[config.mk]
export PLATFORM = sky130hd
export DESIGN_NAME = pipe_ctrl_unit_flat
export DESIGN_NICKNAME = d
export VERILOG_FILES = /design/src/rtl/pipe_ctrl_pkg.sv /design/src/rtl/pipe_ctrl_if.sv /design/src/rtl/pipe_ctrl_decode.sv /design/src/rtl/pipe_ctrl_unit.sv /design/src/flat_wrapper.sv
export SDC_FILE = /design/constraint.sdc
export NUM_CORES = 1
export LEC_CHECK = 0
export ABC_AREA = 1
export CAP_MARGIN = 20
export CORE_MARGIN = 5
export CORE_UTILIZATION = 48
export DETAILED_ROUTE_END_ITERATION = 8
export PLACE_DENSITY = 0.94
export SYNTH_ARGS = -nofsm -noshare
export SYNTH_HDL_FRONTEND = slang
export SYNTH_SLANG_ARGS = --single-unit
[constraint.sdc]
create_clock -name clk_i -period 2.2 [get_ports clk_i]
set_input_delay 0.22 -clock clk_i [delete_from_list [all_inputs] [get_ports clk_i]]
set_output_delay 0.22 -clock clk_i [all_outputs]
set_load 0.02 [all_outputs]
[src/rtl/pipe_ctrl_pkg.sv]
// Shared constants for the ID-stage pipeline control: opcodes, control-word
// bit positions, per-class control words and the stall FSM state type.
package pipe_ctrl_pkg;

  localparam int unsigned OPC_W       = 6;
  localparam int unsigned CW_W        = 8;
  localparam int unsigned STALL_CNT_W = 3;

  localparam logic [OPC_W-1:0] OPC_R    = 6'b000000;
  localparam logic [OPC_W-1:0] OPC_LW   = 6'b100011;
  localparam logic [OPC_W-1:0] OPC_SW   = 6'b101011;
  localparam logic [OPC_W-1:0] OPC_BEQ  = 6'b000100;
  localparam logic [OPC_W-1:0] OPC_BNE  = 6'b000101;
  localparam logic [OPC_W-1:0] OPC_ADDI = 6'b001000;
  localparam logic [OPC_W-1:0] OPC_J    = 6'b000010;

  // Word layout {RegWrite,MemtoReg,MemRead,MemWrite,ALUSrc,ALUOp[1:0],RegDst}
  localparam int unsigned CB_REG_WRITE  = 7;
  localparam int unsigned CB_MEM_TO_REG = 6;
  localparam int unsigned CB_MEM_READ   = 5;
  localparam int unsigned CB_MEM_WRITE  = 4;
  localparam int unsigned CB_ALU_SRC    = 3;
  localparam int unsigned CB_ALU_OP_LO  = 1;
  localparam int unsigned CB_REG_DST    = 0;

  localparam logic [CW_W-1:0] CW_NOP  = '0;
  localparam logic [CW_W-1:0] CW_R    = CW_W'((1 << CB_REG_WRITE) | (2 << CB_ALU_OP_LO) |
                                              (1 << CB_REG_DST));
  localparam logic [CW_W-1:0] CW_LW   = CW_W'((1 << CB_REG_WRITE) | (1 << CB_MEM_TO_REG) |
                                              (1 << CB_MEM_READ) | (1 << CB_ALU_SRC));
  localparam logic [CW_W-1:0] CW_SW   = CW_W'((1 << CB_MEM_WRITE) | (1 << CB_ALU_SRC));
  localparam logic [CW_W-1:0] CW_BR   = CW_W'(1 << CB_ALU_OP_LO);
  localparam logic [CW_W-1:0] CW_ADDI = CW_W'((1 << CB_REG_WRITE) | (1 << CB_ALU_SRC));
  localparam logic [CW_W-1:0] CW_J    = CW_NOP;

  typedef enum logic {
    ST_RUN   = 1'b0,
    ST_STALL = 1'b1
  } state_e;

endpackage

[src/rtl/pipe_ctrl_if.sv]
// ID-stage control bus: decode/hazard inputs and the control/enable outputs.
interface pipe_ctrl_if #(
  parameter int unsigned OP_W  = 6,
  parameter int unsigned RA_W  = 5,
  parameter int unsigned CNT_W = 8
) ();
  import pipe_ctrl_pkg::*;

  logic              valid_i;
  logic [OP_W-1:0]   op_i;
  logic [RA_W-1:0]   rs_i;
  logic [RA_W-1:0]   rt_i;
  logic              ex_memread_i;
  logic [RA_W-1:0]   ex_rt_i;
  logic              br_eq_i;
  logic              hold_i;

  logic [CW_W-1:0]   ctrl_o;
  logic              ctrl_valid_o;
  logic              pc_write_o;
  logic              ifid_write_o;
  logic              ifid_flush_o;
  logic              jump_o;
  logic              branch_o;
  logic              illegal_o;
  logic [CNT_W-1:0]  illegal_cnt_o;

  modport master (
    output valid_i, op_i, rs_i, rt_i, ex_memread_i, ex_rt_i, br_eq_i, hold_i,
    input  ctrl_o, ctrl_valid_o, pc_write_o, ifid_write_o, ifid_flush_o,
           jump_o, branch_o, illegal_o, illegal_cnt_o
  );

  modport slave (
    input  valid_i, op_i, rs_i, rt_i, ex_memread_i, ex_rt_i, br_eq_i, hold_i,
    output ctrl_o, ctrl_valid_o, pc_write_o, ifid_write_o, ifid_flush_o,
           jump_o, branch_o, illegal_o, illegal_cnt_o
  );

endinterface

[src/rtl/pipe_ctrl_decode.sv]
// Combinational opcode decoder: control word, legality and instruction class flags.
module pipe_ctrl_decode
  import pipe_ctrl_pkg::*;
#(
  parameter int unsigned OP_W   = 6,
  parameter bit          EN_EXT = 1'b1
) (
  input  logic [OP_W-1:0] op_i,
  output logic [CW_W-1:0] word_c,
  output logic            legal_c,
  output logic            uses_rt_c,
  output logic            is_beq_c,
  output logic            is_bne_c,
  output logic            is_j_c
);

  // Extended opcodes fall through to illegal (word 0) when EN_EXT is clear.
  always_comb begin
    word_c    = CW_NOP;
    legal_c   = 1'b0;
    uses_rt_c = 1'b0;
    is_beq_c  = 1'b0;
    is_bne_c  = 1'b0;
    is_j_c    = 1'b0;
    case (op_i)
      OP_W'(OPC_R):    begin word_c = CW_R;  legal_c = 1'b1; uses_rt_c = 1'b1; end
      OP_W'(OPC_LW):   begin word_c = CW_LW; legal_c = 1'b1; end
      OP_W'(OPC_SW):   begin word_c = CW_SW; legal_c = 1'b1; uses_rt_c = 1'b1; end
      OP_W'(OPC_BEQ):  begin word_c = CW_BR; legal_c = 1'b1; uses_rt_c = 1'b1; is_beq_c = 1'b1; end
      OP_W'(OPC_BNE): begin
        uses_rt_c = 1'b1;
        if (EN_EXT) begin word_c = CW_BR; legal_c = 1'b1; is_bne_c = 1'b1; end
      end
      OP_W'(OPC_ADDI): if (EN_EXT) begin word_c = CW_ADDI; legal_c = 1'b1; end
      OP_W'(OPC_J):    if (EN_EXT) begin word_c = CW_J;    legal_c = 1'b1; is_j_c = 1'b1; end
      default: ;
    endcase
  end

endmodule

[src/rtl/pipe_ctrl_unit.sv]
// ID-stage control: registers the decoded ID/EX word, inserts load-use bubbles,
// drives PC / IF-ID enables and branch/jump flush, counts illegal opcodes.
module pipe_ctrl_unit
  import pipe_ctrl_pkg::*;
#(
  parameter int unsigned OP_W         = 6,
  parameter int unsigned RA_W         = 5,
  parameter int unsigned STALL_CYCLES = 1,
  parameter int unsigned CNT_W        = 8,
  parameter bit          EN_EXT       = 1'b1
) (
  input logic        clk_i,
  input logic        rst_i,
  pipe_ctrl_if.slave bus
);

  state_e                 state_q, state_d;
  logic [STALL_CNT_W-1:0] stall_cnt_q, stall_cnt_d;
  logic [CW_W-1:0]        ctrl_q, ctrl_d;
  logic                   ctrl_valid_q, ctrl_valid_d;
  logic                   illegal_q, illegal_d;
  logic [CNT_W-1:0]       illegal_cnt_q, illegal_cnt_d;

  logic [CW_W-1:0] word_c;
  logic            legal_c, uses_rt_c, is_beq_c, is_bne_c, is_j_c;
  logic            hazard_c;
  logic            pc_write_c, branch_c, jump_c;

  pipe_ctrl_decode #(.OP_W(OP_W), .EN_EXT(EN_EXT)) u_decode (
    .op_i      (bus.op_i),
    .word_c    (word_c),
    .legal_c   (legal_c),
    .uses_rt_c (uses_rt_c),
    .is_beq_c  (is_beq_c),
    .is_bne_c  (is_bne_c),
    .is_j_c    (is_j_c)
  );

  // Load in EX writing a register the ID instruction reads ($0 never hazards).
  assign hazard_c = bus.valid_i & bus.ex_memread_i & (bus.ex_rt_i != RA_W'(0)) &
                    ((bus.ex_rt_i == bus.rs_i) | (uses_rt_c & (bus.ex_rt_i == bus.rt_i)));

  always_comb begin
    state_d       = state_q;
    stall_cnt_d   = stall_cnt_q;
    ctrl_d        = ctrl_q;
    ctrl_valid_d  = ctrl_valid_q;
    illegal_d     = 1'b0;
    illegal_cnt_d = illegal_cnt_q;
    pc_write_c    = 1'b0;
    branch_c      = 1'b0;
    jump_c        = 1'b0;
    if (!bus.hold_i) begin
      case (state_q)
        ST_RUN: begin
          if (hazard_c) begin
            ctrl_d       = CW_NOP;
            ctrl_valid_d = 1'b0;
            if (STALL_CYCLES > 1) begin
              state_d     = ST_STALL;
              stall_cnt_d = STALL_CNT_W'(STALL_CYCLES - 1);
            end
          end else begin
            pc_write_c   = 1'b1;
            ctrl_d       = bus.valid_i ? word_c : CW_NOP;
            ctrl_valid_d = bus.valid_i & legal_c;
            illegal_d    = bus.valid_i & ~legal_c;
            branch_c     = bus.valid_i & ((is_beq_c & bus.br_eq_i) | (is_bne_c & ~bus.br_eq_i));
            jump_c       = bus.valid_i & is_j_c;
            if (illegal_d && (illegal_cnt_q != '1)) begin
              illegal_cnt_d = illegal_cnt_q + CNT_W'(1);
            end
          end
        end
        ST_STALL: begin
          ctrl_d       = CW_NOP;
          ctrl_valid_d = 1'b0;
          stall_cnt_d  = stall_cnt_q - STALL_CNT_W'(1);
          if (stall_cnt_q == STALL_CNT_W'(1)) state_d = ST_RUN;
        end
        default: state_d = ST_RUN;
      endcase
    end
  end

  always_ff @(posedge clk_i or negedge rst_i) begin
    if (!rst_i) begin
      state_q       <= ST_RUN;
      stall_cnt_q   <= '0;
      ctrl_q        <= '0;
      ctrl_valid_q  <= 1'b0;
      illegal_q     <= 1'b0;
      illegal_cnt_q <= '0;
    end else begin
      state_q       <= state_d;
      stall_cnt_q   <= stall_cnt_d;
      ctrl_q        <= ctrl_d;
      ctrl_valid_q  <= ctrl_valid_d;
      illegal_q     <= illegal_d;
      illegal_cnt_q <= illegal_cnt_d;
    end
  end

  assign bus.ctrl_o        = ctrl_q;
  assign bus.ctrl_valid_o  = ctrl_valid_q;
  assign bus.illegal_o     = illegal_q;
  assign bus.illegal_cnt_o = illegal_cnt_q;
  assign bus.pc_write_o    = pc_write_c;
  assign bus.ifid_write_o  = pc_write_c;
  assign bus.branch_o      = branch_c;
  assign bus.jump_o        = jump_c;
  assign bus.ifid_flush_o  = branch_c | jump_c;

endmodule

[src/flat_wrapper.sv]
// flat-port wrapper written by rule: the top's interface ports become plain ports
module pipe_ctrl_unit_flat import pipe_ctrl_pkg::*;
#(
  parameter int unsigned OP_W         = 6,
  parameter int unsigned RA_W         = 5,
  parameter int unsigned STALL_CYCLES = 1,
  parameter int unsigned CNT_W        = 8,
  parameter bit          EN_EXT       = 1'b1
)
  (clk_i, rst_i, bus_valid_i, bus_op_i, bus_rs_i, bus_rt_i, bus_ex_memread_i, bus_ex_rt_i, bus_br_eq_i, bus_hold_i, bus_ctrl_o, bus_ctrl_valid_o, bus_pc_write_o, bus_ifid_write_o, bus_ifid_flush_o, bus_jump_o, bus_branch_o, bus_illegal_o, bus_illegal_cnt_o);
  pipe_ctrl_if #(.OP_W(OP_W), .RA_W(RA_W), .CNT_W(CNT_W)) bus_i ();
  input logic clk_i;
  input logic rst_i;
  input wire logic [$bits(bus_i.valid_i)-1:0] bus_valid_i;
  input wire logic [$bits(bus_i.op_i)-1:0] bus_op_i;
  input wire logic [$bits(bus_i.rs_i)-1:0] bus_rs_i;
  input wire logic [$bits(bus_i.rt_i)-1:0] bus_rt_i;
  input wire logic [$bits(bus_i.ex_memread_i)-1:0] bus_ex_memread_i;
  input wire logic [$bits(bus_i.ex_rt_i)-1:0] bus_ex_rt_i;
  input wire logic [$bits(bus_i.br_eq_i)-1:0] bus_br_eq_i;
  input wire logic [$bits(bus_i.hold_i)-1:0] bus_hold_i;
  output wire logic [$bits(bus_i.ctrl_o)-1:0] bus_ctrl_o;
  output wire logic [$bits(bus_i.ctrl_valid_o)-1:0] bus_ctrl_valid_o;
  output wire logic [$bits(bus_i.pc_write_o)-1:0] bus_pc_write_o;
  output wire logic [$bits(bus_i.ifid_write_o)-1:0] bus_ifid_write_o;
  output wire logic [$bits(bus_i.ifid_flush_o)-1:0] bus_ifid_flush_o;
  output wire logic [$bits(bus_i.jump_o)-1:0] bus_jump_o;
  output wire logic [$bits(bus_i.branch_o)-1:0] bus_branch_o;
  output wire logic [$bits(bus_i.illegal_o)-1:0] bus_illegal_o;
  output wire logic [$bits(bus_i.illegal_cnt_o)-1:0] bus_illegal_cnt_o;
  assign bus_i.valid_i = bus_valid_i;
  assign bus_i.op_i = bus_op_i;
  assign bus_i.rs_i = bus_rs_i;
  assign bus_i.rt_i = bus_rt_i;
  assign bus_i.ex_memread_i = bus_ex_memread_i;
  assign bus_i.ex_rt_i = bus_ex_rt_i;
  assign bus_i.br_eq_i = bus_br_eq_i;
  assign bus_i.hold_i = bus_hold_i;
  assign bus_ctrl_o = bus_i.ctrl_o;
  assign bus_ctrl_valid_o = bus_i.ctrl_valid_o;
  assign bus_pc_write_o = bus_i.pc_write_o;
  assign bus_ifid_write_o = bus_i.ifid_write_o;
  assign bus_ifid_flush_o = bus_i.ifid_flush_o;
  assign bus_jump_o = bus_i.jump_o;
  assign bus_branch_o = bus_i.branch_o;
  assign bus_illegal_o = bus_i.illegal_o;
  assign bus_illegal_cnt_o = bus_i.illegal_cnt_o;
  pipe_ctrl_unit #(.OP_W(OP_W), .RA_W(RA_W), .STALL_CYCLES(STALL_CYCLES), .CNT_W(CNT_W), .EN_EXT(EN_EXT)) u_core (.clk_i(clk_i), .rst_i(rst_i), .bus(bus_i));
endmodule
==> results of run 1 <==
-- layer usage --
metal	vias up	GRT usage	wire, µm
met5	-	0	0
met4	0	0.02639	31
met3	6	0.05354	237
met2	51	0.3003	1734
met1	635	0.2109	1408
li1	734	-	-
-- per-stage QoR --
step / utilization / setup slack (ns) / hold WS (ns) / std cells
floorplan: - / 0.4906 / -0.07559 / 196
global placement: 0.7087 / -0.04022 / 0.4632 / 279
detailed placement: 0.7087 / -0.1560 / 0.4709 / 279
CTS: 0.7212 / 0.1313 / 0.2381 / 283
global route: 0.7203 / 0.007991 / 0.2637 / 283
finish: 0.7203 / 0.1565 / 0.2312 / 283
-- worst reg2reg max path, stage by stage (launching register included) --
cell and delay (ns):
dfrtp_1 0.44, ha_1 0.26, nand4_1 0.14, o21ai_1 0.11
nor2_4 0.26, nand3_4 0.15, nand2_1 0.09, nand2_1 0.05
-- flip-flops by register name, indices dropped and copies added (netlist names) --
register,cells
u_core.stall_cnt_q,3
u_core.bus.ctrl_valid_o,1
u_core.bus.illegal_o,1
u_core.state_q,1
u_core.bus.illegal_cnt_o,8
u_core.bus.ctrl_o,6
-- synthesized netlist by cell type, types with 2 or more instances --
cell type / instances
ha_1: 3
nand2_1: 55
dfrtp_1: 20
buf_4: 3
nand3_2: 6
nand3_1: 5
nor2_2: 6
clkinv_1: 2
clkbuf_1: 2
inv_1: 26
xnor2_1: 4
inv_2: 5
o21ai_0: 2
buf_6: 2
nand4_1: 21
nor2_1: 14
a21oi_1: 2
xor2_1: 8
-- cell families after synthesis --
kind of cell	count (synthesis)	synth area share
AO/OA/AOI/OAI	7	0.02705
XOR/XNOR	12	0.07330
adder cells (fa/ha/maj)	3	0.02618
buffers and inverters	41	0.1265
flip-flops	20	0.3490
AND/OR/NAND/NOR	113	0.3979
-- area by class of cell --
class	count	share of cell area
sequential	20	0.2477
inverter	33	0.06130
tap	31	0.01920
timing repair buffer	60	0.2793
clock buffer	4	0.01796
multi-input combinational	135	0.3746
-- worst min-delay path by stage --
stage | endpoint | startpoint | cells past startpoint
finish | u_core.bus.ctrl_o[1] | rst_i | 2
CTS | u_core.bus.ctrl_o[1] | rst_i | 2
detailed placement | u_core.bus.ctrl_o[7] | u_core.bus.ctrl_o[7] | 2
floorplan | u_core.bus.ctrl_o[1] | rst_i | 0
global route | u_core.bus.ctrl_o[4] | rst_i | 2
global placement | u_core.bus.ctrl_o[3] | u_core.bus.ctrl_o[3] | 2
-- power by group --
part	total [mW]	internal, mW	switching, mW
Sequential	0.507	0.440	0.0664
Clock	0.218	0.101	0.117
Combinational	0.505	0.223	0.282
Total	1.23	0.765	0.465
==> summary.md, run 1 <==
| Metric | Value |
|---|---|
| Status | finished, final reports clean |
| Worst min path class | primary input to asynchronous set/reset pin |
| Dominant register cell in the synthesized netlist | dfrtp_1 |
| Crit-path cells | clkdlybuf4s50_1 > inv_1 > nor2_1 > nand3_2 > nand3_2 > nand3_2 > nand2_2 > nand2_4 > nand4_1 > nand2_1 > dlygate4sd2_1 |
| FF+latch count, synth | 20 |
| Crit-path max cell delay | about 0.53 ns |
| H-tree depth | 1 |
| PD cells | around 610 nW/µm² |
| Final worst path period share | 0.9289 |
| Shortest period the worst path allows | 2.044 ns |
| EDFF count, synth | 0 |
| Footprint of the multi-input gates | approximately 760 µm² |
| Bufs on Longest Clock Path | 2 |
| Post CTS Setup Buffer Count | 0 |
| Total die area | about 4200 µm² |
| FP Rows | 19 |
| Residual DRC count | 0 |
| Worst-path clk slew | between 0.1 and 0.15 ns |
| Io pins | 50 |
| Register Area | 500.5 µm² |
| Nets | between 200 and 300 |
| Hold Vio Cnt, Final | 0 |
| GRT Resource Usage Total | 0.1712 |
| First drt pass iteration count | 4 |
| Delay-heaviest family, CP | buffers and inverters |
| Mapped Area | about 1400 µm² |
| Sequential-to-total area share from yosys stat | 0.3490 |
| Area after DPL | between 1500 and 2000 µm² |
| Worst setup path startpoint | bus_op_i[5] |
| Die Wd | around 65 µm |
| Commonest cells after routing, fill and taps aside | 55 x nand2_1, 44 x clkdlybuf4s50_1, 26 x inv_1, 21 x nand4_1, 20 x dfrtp_1 |
| Height of the die | 64.66 µm |
| Reg-to-Reg Start | u_core.bus.illegal_cnt_o[0] |
| Total of max-cap violations | 0 |
| Final Wtd Congestion | roughly 0.83 |
| Largest net degree at the start of global routing | 21 |
| CP arrival | approximately 1.8 ns |
| Clk_lat worst skew | 0.31 ns |
| Num CTS Buffers | 3 |
| Flop-to-flop setup slack | approximately 0.60 ns |
| Total power | 1.230 mW |
| Routed WL per cell | 12.05 µm |
| CTS tree | built |
| # setup viols final | 0 |
| Post-CTS sizing | 6 |
| Relative slew margins | 0.8289 |
| Vias in the first global route | 1418 |
| Cell area after layout | between 2000 and 2500 µm² |
| DRT iter0 DRCs | 40 |
| Initial antenna violation count | 0 |
| Proportion of layout cells with a drive suffix above 1 | 0.1468 |
| Clock Sinks | 20 |
| RR Endpoint | u_core.bus.illegal_cnt_o[3] |
| R2r worst-path depth | 7 |
| Req. time, crit path | between 1.5 and 2 ns |
| Area leader, netlist | dfrtp_1 |
| Cts hold-fix bufs | 0 |
| First-pass GRT wire length | approximately 6000 µm |
| Core area | between 2000 and 3000 µm² |
| Post-Route WL | 3411 µm |
| Synth cell types | 28 |
| Worst-Margin Slew | 0.2557 ns |
| Syn Area/Cell | 7.316 µm² |
| Max Clock Freq | slightly below 500 MHz |
| Leakage power | between 1 and 1.5 nW |
| Unrepaired setup endpoints after global routing | no |
| Ys async rst share | 1.000 |
| CP bufs+invs | 3 |
| Port Buffers | 49 |
| Vias per Instance | between 5 and 6 |
| Synth Instances | just under 200 |
| Routed Antenna Nets | 0 |
| Grt total ovfl | 0 |
| Commonest non-fill, non-tap cell in the layout | nand2_1 |
| Root buf cell | clkbuf_4 |
| Area grow syn2layout | 40.93% |
| Slew Viols, Final | 0 |
| Critical Path End | bus_ifid_flush_o |
| Setup TNS | 0 ns |
| Crit. path cell count | 11 |
| DP Wirelength | between 2000 and 3000 µm |
| Crit path kind | primary input to output port |
| Most used cell, CP | nand3_2 |
| VDD IR max | roughly 0.53 mV |
| Area share of the largest cell type after synthesis | 0.3490 |
| Fillers | around 240 |
| Worst Clk Skew | 0.01257 ns |
| Diode count | 0 |
| Startpoint types | primary input |
| Critical Path Sink Type | output port |
| Syn Nets | 226 |
| Synthesis Warnings | 0 |
| Synth top area cells | dfrtp_1 35%, nand2_1 14%, nand4_1 9.2% |
| Crit-path max FO | 4 |
| Worst-path cell with the longest stage delay | clkdlybuf4s50_1 |
| Initial core utilization | 0.5112 |
| Vias | ~1400 |
(Power assumes the default switching activity.)
==> inputs of run 2 (changes only) <==
Settings changed: REMOVE_ABC_BUFFERS from default to 1.
==> run 2 against run 1 <==
Sequential share of layout area hardly changed; sequential cell count is the same; core utilization shrank 0.089 points; clock power fell by 4%; register-to-register slack better by 0.03 ns; first-iteration DRC count grew 45%; largest power group unchanged; non-clock buffer count is the same; cell count unchanged; setup slack lost 0.0047 ns; via count down 0.77%.
==> summary.md, run 2 (synthesized netlist as in run 1, its figures left out) <==
| Metric | Value |
|---|---|
| Port Buffers | 49 (unchanged) |
| Worst Clk Skew | 0.009932 ns (-0.002634 ns) |
| Pre-CTS setup slack | -0.1274 ns (+0.02859 ns) |
| Slew Viols, Final | 0 (unchanged) |
| Commonest cells after routing, fill and taps aside | 55 x nand2_1, 44 x clkdlybuf4s50_1, 26 x inv_1, 21 x nand4_1, 20 x dfrtp_1 |
| Reg-to-Reg Start | u_core.bus.illegal_cnt_o[0] |
| PnR worst setup slack | 0.1517 ns (-0.004730 ns) |
| Footprint of the multi-input gates | 752.0 µm² (-0.66%) |
| Vias in the first global route | 1337 (-5.7%) |
| Largest net degree at the start of global routing | 21 (unchanged) |
| Root buf cell | clkbuf_4 |
| Core area | 2805 µm² (unchanged) |
| Height of the die | 64.66 µm (unchanged) |
| Unrepaired setup endpoints after global routing | no |
| DP Wirelength | 2785 µm (-0.74%) |
| Register Area | 500.5 µm² (unchanged) |
| Shortest period the worst path allows | 2.048 ns (+0.004730 ns) |
| Num CTS Buffers | 3 (unchanged) |
| Io pins | 50 (unchanged) |
| Routed Antenna Nets | 0 (unchanged) |
| Final worst path period share | 0.9310 (+0.002150) |
| Hold Vio Cnt, Final | 0 (unchanged) |
| Total die area | 4180 µm² (unchanged) |
| Bufs on Longest Clock Path | 2 (unchanged) |
| Nets | 283 (unchanged) |
| First-pass GRT wire length | 5554 µm (-4.7%) |
| Leakage power | 1.124 nW (about the same) |
| Vias | 1415 (-0.77%) |
| Hold_ws | 0.2548 ns (+0.02362 ns) |
| Crit path kind | primary input to output port |
| First drt pass iteration count | 4 (unchanged) |
| Startpoint types | primary input |
| Crit-path max FO | 5 (+1) |
| Final Wtd Congestion | 0.8130 (-2.5%) |
| Critical Path End | bus_ifid_flush_o |
| Max FFs per register | 8 (unchanged) |
| Die Wd | 64.66 µm (unchanged) |
| R2r worst-path depth | 7 (unchanged) |
| Clock Sinks | 20 (unchanged) |
| GRT Resource Usage Total | 0.1678 (-0.003415) |
| Routed WL per cell | 11.59 µm (-3.8%) |
| Diode count | 0 (unchanged) |
| Total of max-cap violations | 0 (unchanged) |
| Max Clock Freq | 488.2 MHz (-0.23%) |
| Flop-to-flop setup slack | 0.63 ns (+0.03 ns) |
| Worst-Margin Slew | 0.2853 ns (+0.02960 ns) |
| VDD IR max | 0.5592 mV (+6.3%) |
| CTS tree | built |
| H-tree depth | 1 (unchanged) |
| # setup viols final | 0 (unchanged) |
| Worst-path clk slew | 0.11 ns (about the same) |
| Area grow syn2layout | 40.75% |
| Relative slew margins | 0.8091 (-0.01980) |
| RR Endpoint | u_core.bus.illegal_cnt_o[0] |
| Status | finished, final reports clean |
| FP Rows | 19 (unchanged) |
| Critical Path Sink Type | output port |
| Worst setup path startpoint | bus_ex_rt_i[1] |
| Clk_lat worst skew | 0.30 ns (about the same) |
| Post-Route WL | 3281 µm (-3.8%) |
| PD cells | 601.0 nW/µm² (-1.3%) |
| CP arrival | 1.83 ns (about the same) |
| Initial core utilization | 0.5112 (unchanged) |
| Req. time, crit path | 1.98 ns (about the same) |
| Residual DRC count | 0 (unchanged) |
| Fillers | 233 (-2.5%) |
| Worst min path class | primary input to asynchronous set/reset pin |
| Commonest non-fill, non-tap cell in the layout | nand2_1 |
| Vias per Instance | 5.000 (-0.77%) |
| Proportion of layout cells with a drive suffix above 1 | 0.1429 (-0.003968) |
| Initial antenna violation count | 0 (unchanged) |
| Grt total ovfl | 0 (unchanged) |
| DRT iter0 DRCs | 58 (+45%) |
## run 2: critical path: stages
cell	delay (ns)
clkdlybuf4s50_1	0.46
or2_1	0.25
a21oi_1	0.14
nand4_1	0.11
nand2_2	0.10
nand2_4	0.06
nand4_1	0.10
nand2_1	0.05
dlygate4sd2_1	0.32
## run 2: routing by layer
layer  routed length (µm)  up-vias  global-route usage
li1                     -      735                   -
met1                 1383      630              0.1909
met2                 1646       46              0.3028
met3                  229        4             0.05872
met4                   23        0             0.03694
met5                    0        -                   0
## run 2: worst min path at each step
stage	from	to	slack (ns)
2_1_floorplan	rst_i	u_core.bus.ctrl_o[1]	-0.08
3_3_place_gp	u_core.bus.ctrl_o[4]	u_core.bus.ctrl_o[4]	0.46
3_5_place_dp	u_core.bus.ctrl_valid_o	u_core.bus.ctrl_valid_o	0.47
4_1_cts	rst_i	u_core.bus.illegal_cnt_o[7]	0.27
5_1_grt	rst_i	u_core.bus.ctrl_valid_o	0.27
6_report	rst_i	u_core.bus.illegal_cnt_o[7]	0.25
## run 2: per-stage QoR
step / utilization / cell area [µm²] / power (mW) / setup TNS (ns) / cells
2_1_floorplan: - / 1376 / 0.7863 / 0 / 188
3_3_place_gp: 0.7087 / 1988 / 0.9999 / -0.2689 / 279
3_5_place_dp: 0.7087 / 1988 / 1.024 / -0.4462 / 279
4_1_cts: 0.7194 / 2018 / 1.224 / 0 / 283
5_1_grt: 0.7194 / 2018 / 1.303 / 0 / 283
6_report: 0.7194 / 2018 / 1.213 / 0 / 283
## run 2: final cells by class
class                           instances  share of cell area
Tap cell                               31             0.01922
Inverter                               33             0.06138
Clock buffer                            4             0.01798
Multi-Input combinational cell        135              0.3726
Timing Repair Buffer                   60              0.2808
Sequential cell                        20              0.2480
## run 2: where the power goes
part	internal (mW)	leakage [nW]	total (mW)	switching [mW]
combinational	0.224	0.838	0.500	0.276
sequential	0.440	0.265	0.503	0.0625
clock	0.101	0.0210	0.210	0.109
## run 2: what timing repair did
action	in CTS	in global routing
hold buffers	0	0
buffers inserted	0	0
endpoints found under the setup margin	5	0
gates resized for setup	5	0
==> inputs of run 3 (changes only) <==
Settings changed: PLACE_DENSITY 0.94 to 0.86.
==> run 3 against run 2 <==
Sequential cell count is the same; critical endpoint unchanged; combinational power grew 2%; cell area grew 1.9%; routed wire length grew 5.2%; die area is the same; total power grew 9.0%; hold slack lost 0.027 ns; largest power group is now combinational cells; cell count grew 1.1%; largest cell class unchanged; sequential power is essentially flat; core utilization grew 1.4 points; non-clock buffer count grew 3; register-to-register slack is essentially flat.
==> summary.md, run 3 (synthesized netlist as in run 1, its figures left out) <==
| Metric | Value |
|---|---|
| Largest net degree at the start of global routing | 21 (unchanged) |
| Req. time, crit path | 1.98 ns (about the same) |
| Bufs on Longest Clock Path | 2 (unchanged) |
| Max Clock Freq | 489.6 MHz (+0.28%) |
| Vias | 1442 (+1.9%) |
| Grt total ovfl | 0 (unchanged) |
| DP Wirelength | 2816 µm (+1.1%) |
| Worst-Margin Slew | 0.2670 ns (-0.01829 ns) |
| DP Cell Count | 282 (+1.1%) |
| # setup viols final | 0 (unchanged) |
| Finished Layout Cells | 286 (+1.1%) |
| Worst min path class | primary input to asynchronous set/reset pin |
| Crit path kind | primary input to output port |
| Fillers | 213 (-8.6%) |
| Total of max-cap violations | 0 (unchanged) |
| Reg-to-Reg Start | u_core.bus.illegal_cnt_o[0] |
| Worst setup path startpoint | bus_op_i[5] |
| Highest Signal Layer | met4 |
| Relative slew margins | 0.8214 (+0.01224) |
| WL met3 | 235 µm (+2.6%) |
| Most used cell, CP | nand3_2 |
| Worst-path cell with the longest stage delay | clkdlybuf4s50_1 |
| Commonest cells after routing, fill and taps aside | 55 x nand2_1, 44 x clkdlybuf4s50_1, 26 x inv_1, 21 x nand4_1, 20 x dfrtp_1 |
| FP Rows | 19 (unchanged) |
| Initial antenna violation count | 0 (unchanged) |
| Clk_lat worst skew | 0.31 ns (about the same) |
| Max FFs per register | 8 (unchanged) |
| Io pins | 50 (unchanged) |
| Diode count | 0 (unchanged) |
| WL met1 | 1477 µm (+6.8%) |
| Critical Path Sink Type | output port |
| Cts hold-fix bufs | 0 (unchanged) |
| Leakage power | 1.146 nW (+1.9%) |
| Startpoint types | primary input |
| Crit-path max FO | 5 (unchanged) |
| Met2 WL | 1679 µm (+2.0%) |
| Proportion of layout cells with a drive suffix above 1 | 0.1529 (+0.01008) |
| Die Wd | 64.66 µm (unchanged) |
| Height of the die | 64.66 µm (unchanged) |
| First drt pass iteration count | 4 (unchanged) |
| CP arrival | 1.82 ns (about the same) |
| Worst-path clk slew | 0.12 ns (about the same) |
| Finished Core Util | 0.7333 (+0.01383) |
| Port Buffers | 49 (unchanged) |
| Nets | 286 (+1.1%) |
| Routed Antenna Nets | 0 (unchanged) |
| Final Wtd Congestion | 0.8024 (-1.3%) |
| Shortest period the worst path allows | 2.043 ns (-0.005731 ns) |
| Num CTS Buffers | 3 (unchanged) |
| Initial core utilization | 0.5112 (unchanged) |
| Area grow syn2layout | 43.46% |
| Commonest non-fill, non-tap cell in the layout | nand2_1 |
| VDD IR max | 0.4523 mV (-19%) |
| DRT iter0 DRCs | 65 (+12%) |
| Vias in the first global route | 1389 (+3.9%) |
| CTS tree | built |
| H-tree depth | 1 (unchanged) |
| Cell area after layout | 2057 µm² (+1.9%) |
| Final worst path period share | 0.9284 (-0.002605) |
| Total power | 1.322 mW (+9.0%) |
| GRT Resource Usage Total | 0.1737 (+0.005911) |
| PD cells | 642.7 nW/µm² (+7.0%) |
| Area after DPL | 2011 µm² (+1.1%) |
| First-pass GRT wire length | 5747 µm (+3.5%) |
| Unrepaired setup endpoints after global routing | no |
| Total die area | 4180 µm² (unchanged) |
| Residual DRC count | 0 (unchanged) |
| Root buf cell | clkbuf_4 |
| Crit-path cells | clkdlybuf4s50_1 > inv_1 > nor2_1 > nand3_2 > nand3_2 > nand3_2 > nand2_2 > nand2_4 > nand4_1 > nand2_1 > dlygate4sd2_1 |
| Status | finished, final reports clean |
| Core area | 2805 µm² (unchanged) |
| Worst Clk Skew | 0.001108 ns (-0.008824 ns) |
| Slew Viols, Final | 0 (unchanged) |
| Vias per Instance | 5.042 (+0.84%) |
| Clock Sinks | 20 (unchanged) |
| Routed WL per cell | 12.07 µm (+4.1%) |
| Post-Route WL | 3452 µm (+5.2%) |
| Hold Vio Cnt, Final | 0 (unchanged) |
| Crit-path max cell delay | 0.50 ns (+0.04 ns) |
| Post CTS Setup Buffer Count | 0 (unchanged) |
run 3: cell types whose count changed in the layout (fill, tap and decap cells not counted), sizes merged:
cell | previous run | this run
bufinv | 0 | 1
buf | 11 | 14
clkbuf | 4 | 3
run 3: routing by layer:
| layer | track usage | up-vias |
|---|---|---|
| met4 | 0.06860 | 0 |
| met5 | 0 | - |
| met3 | 0.03282 | 8 |
| met1 | 0.2106 | 648 |
| met2 | 0.3041 | 52 |
| li1 | - | 734 |
run 3: power breakdown:
part / internal, mW / switching, mW
combinational: 0.228 / 0.281
clock: 0.184 / 0.127
sequential: 0.440 / 0.0606
run 3: final cells by class:
class | count | area [µm²] | share of cell area
Sequential cell | 20 | 500.5 | 0.2433
Tap cell | 31 | 38.79 | 0.01886
Inverter | 33 | 123.9 | 0.06022
Clock buffer | 3 | 22.52 | 0.01095
Multi-Input combinational cell | 135 | 752.0 | 0.3656
Clock inverter | 1 | 30.03 | 0.01460
Timing Repair Buffer | 63 | 589.3 | 0.2865
run 3: path summary, 6_finish.rpt:
| kind | endpoint | slack, ns | depth (start not counted) |
|---|---|---|---|
| max in group asynchronous | u_core.bus.ctrl_o[6] | 1.77 | 2 |
| worst min register to register | u_core.bus.ctrl_o[4] | 0.51 | 2 |
| worst max-delay path | bus_ifid_flush_o | 0.16 | 11 |
| min in group clk_i | u_core.bus.ctrl_o[4] | 0.51 | 2 |
| worst max register to register | u_core.bus.illegal_cnt_o[6] | 0.62 | 7 |
| worst min-delay path | u_core.bus.illegal_cnt_o[6] | 0.23 | 2 |
run 3: repair_timing:
| action | in CTS | in global routing |
|---|---|---|
| gates resized for setup | 5 | 0 |
| setup endpoints to repair | 5 | 0 |
| endpoints found under the hold margin | 0 | 0 |
run 3: critical path, delay by kind of cell:
family	cells	cell delay [ns]
buffers and inverters	3	0.87
and+or+nand+nor	8	0.74
run 3: stage by stage:
step	TNS, ns	hold slack (ns)	worst slack (ns)
after global routing	0	0.2507	0.01437
after detailed placement	-0.4163	0.4800	-0.1136
after CTS	0	0.2276	0.1471
after global placement	-0.1414	0.4722	-0.07073
after floorplan	0	-0.07559	0.6310
final	0	0.2280	0.1575
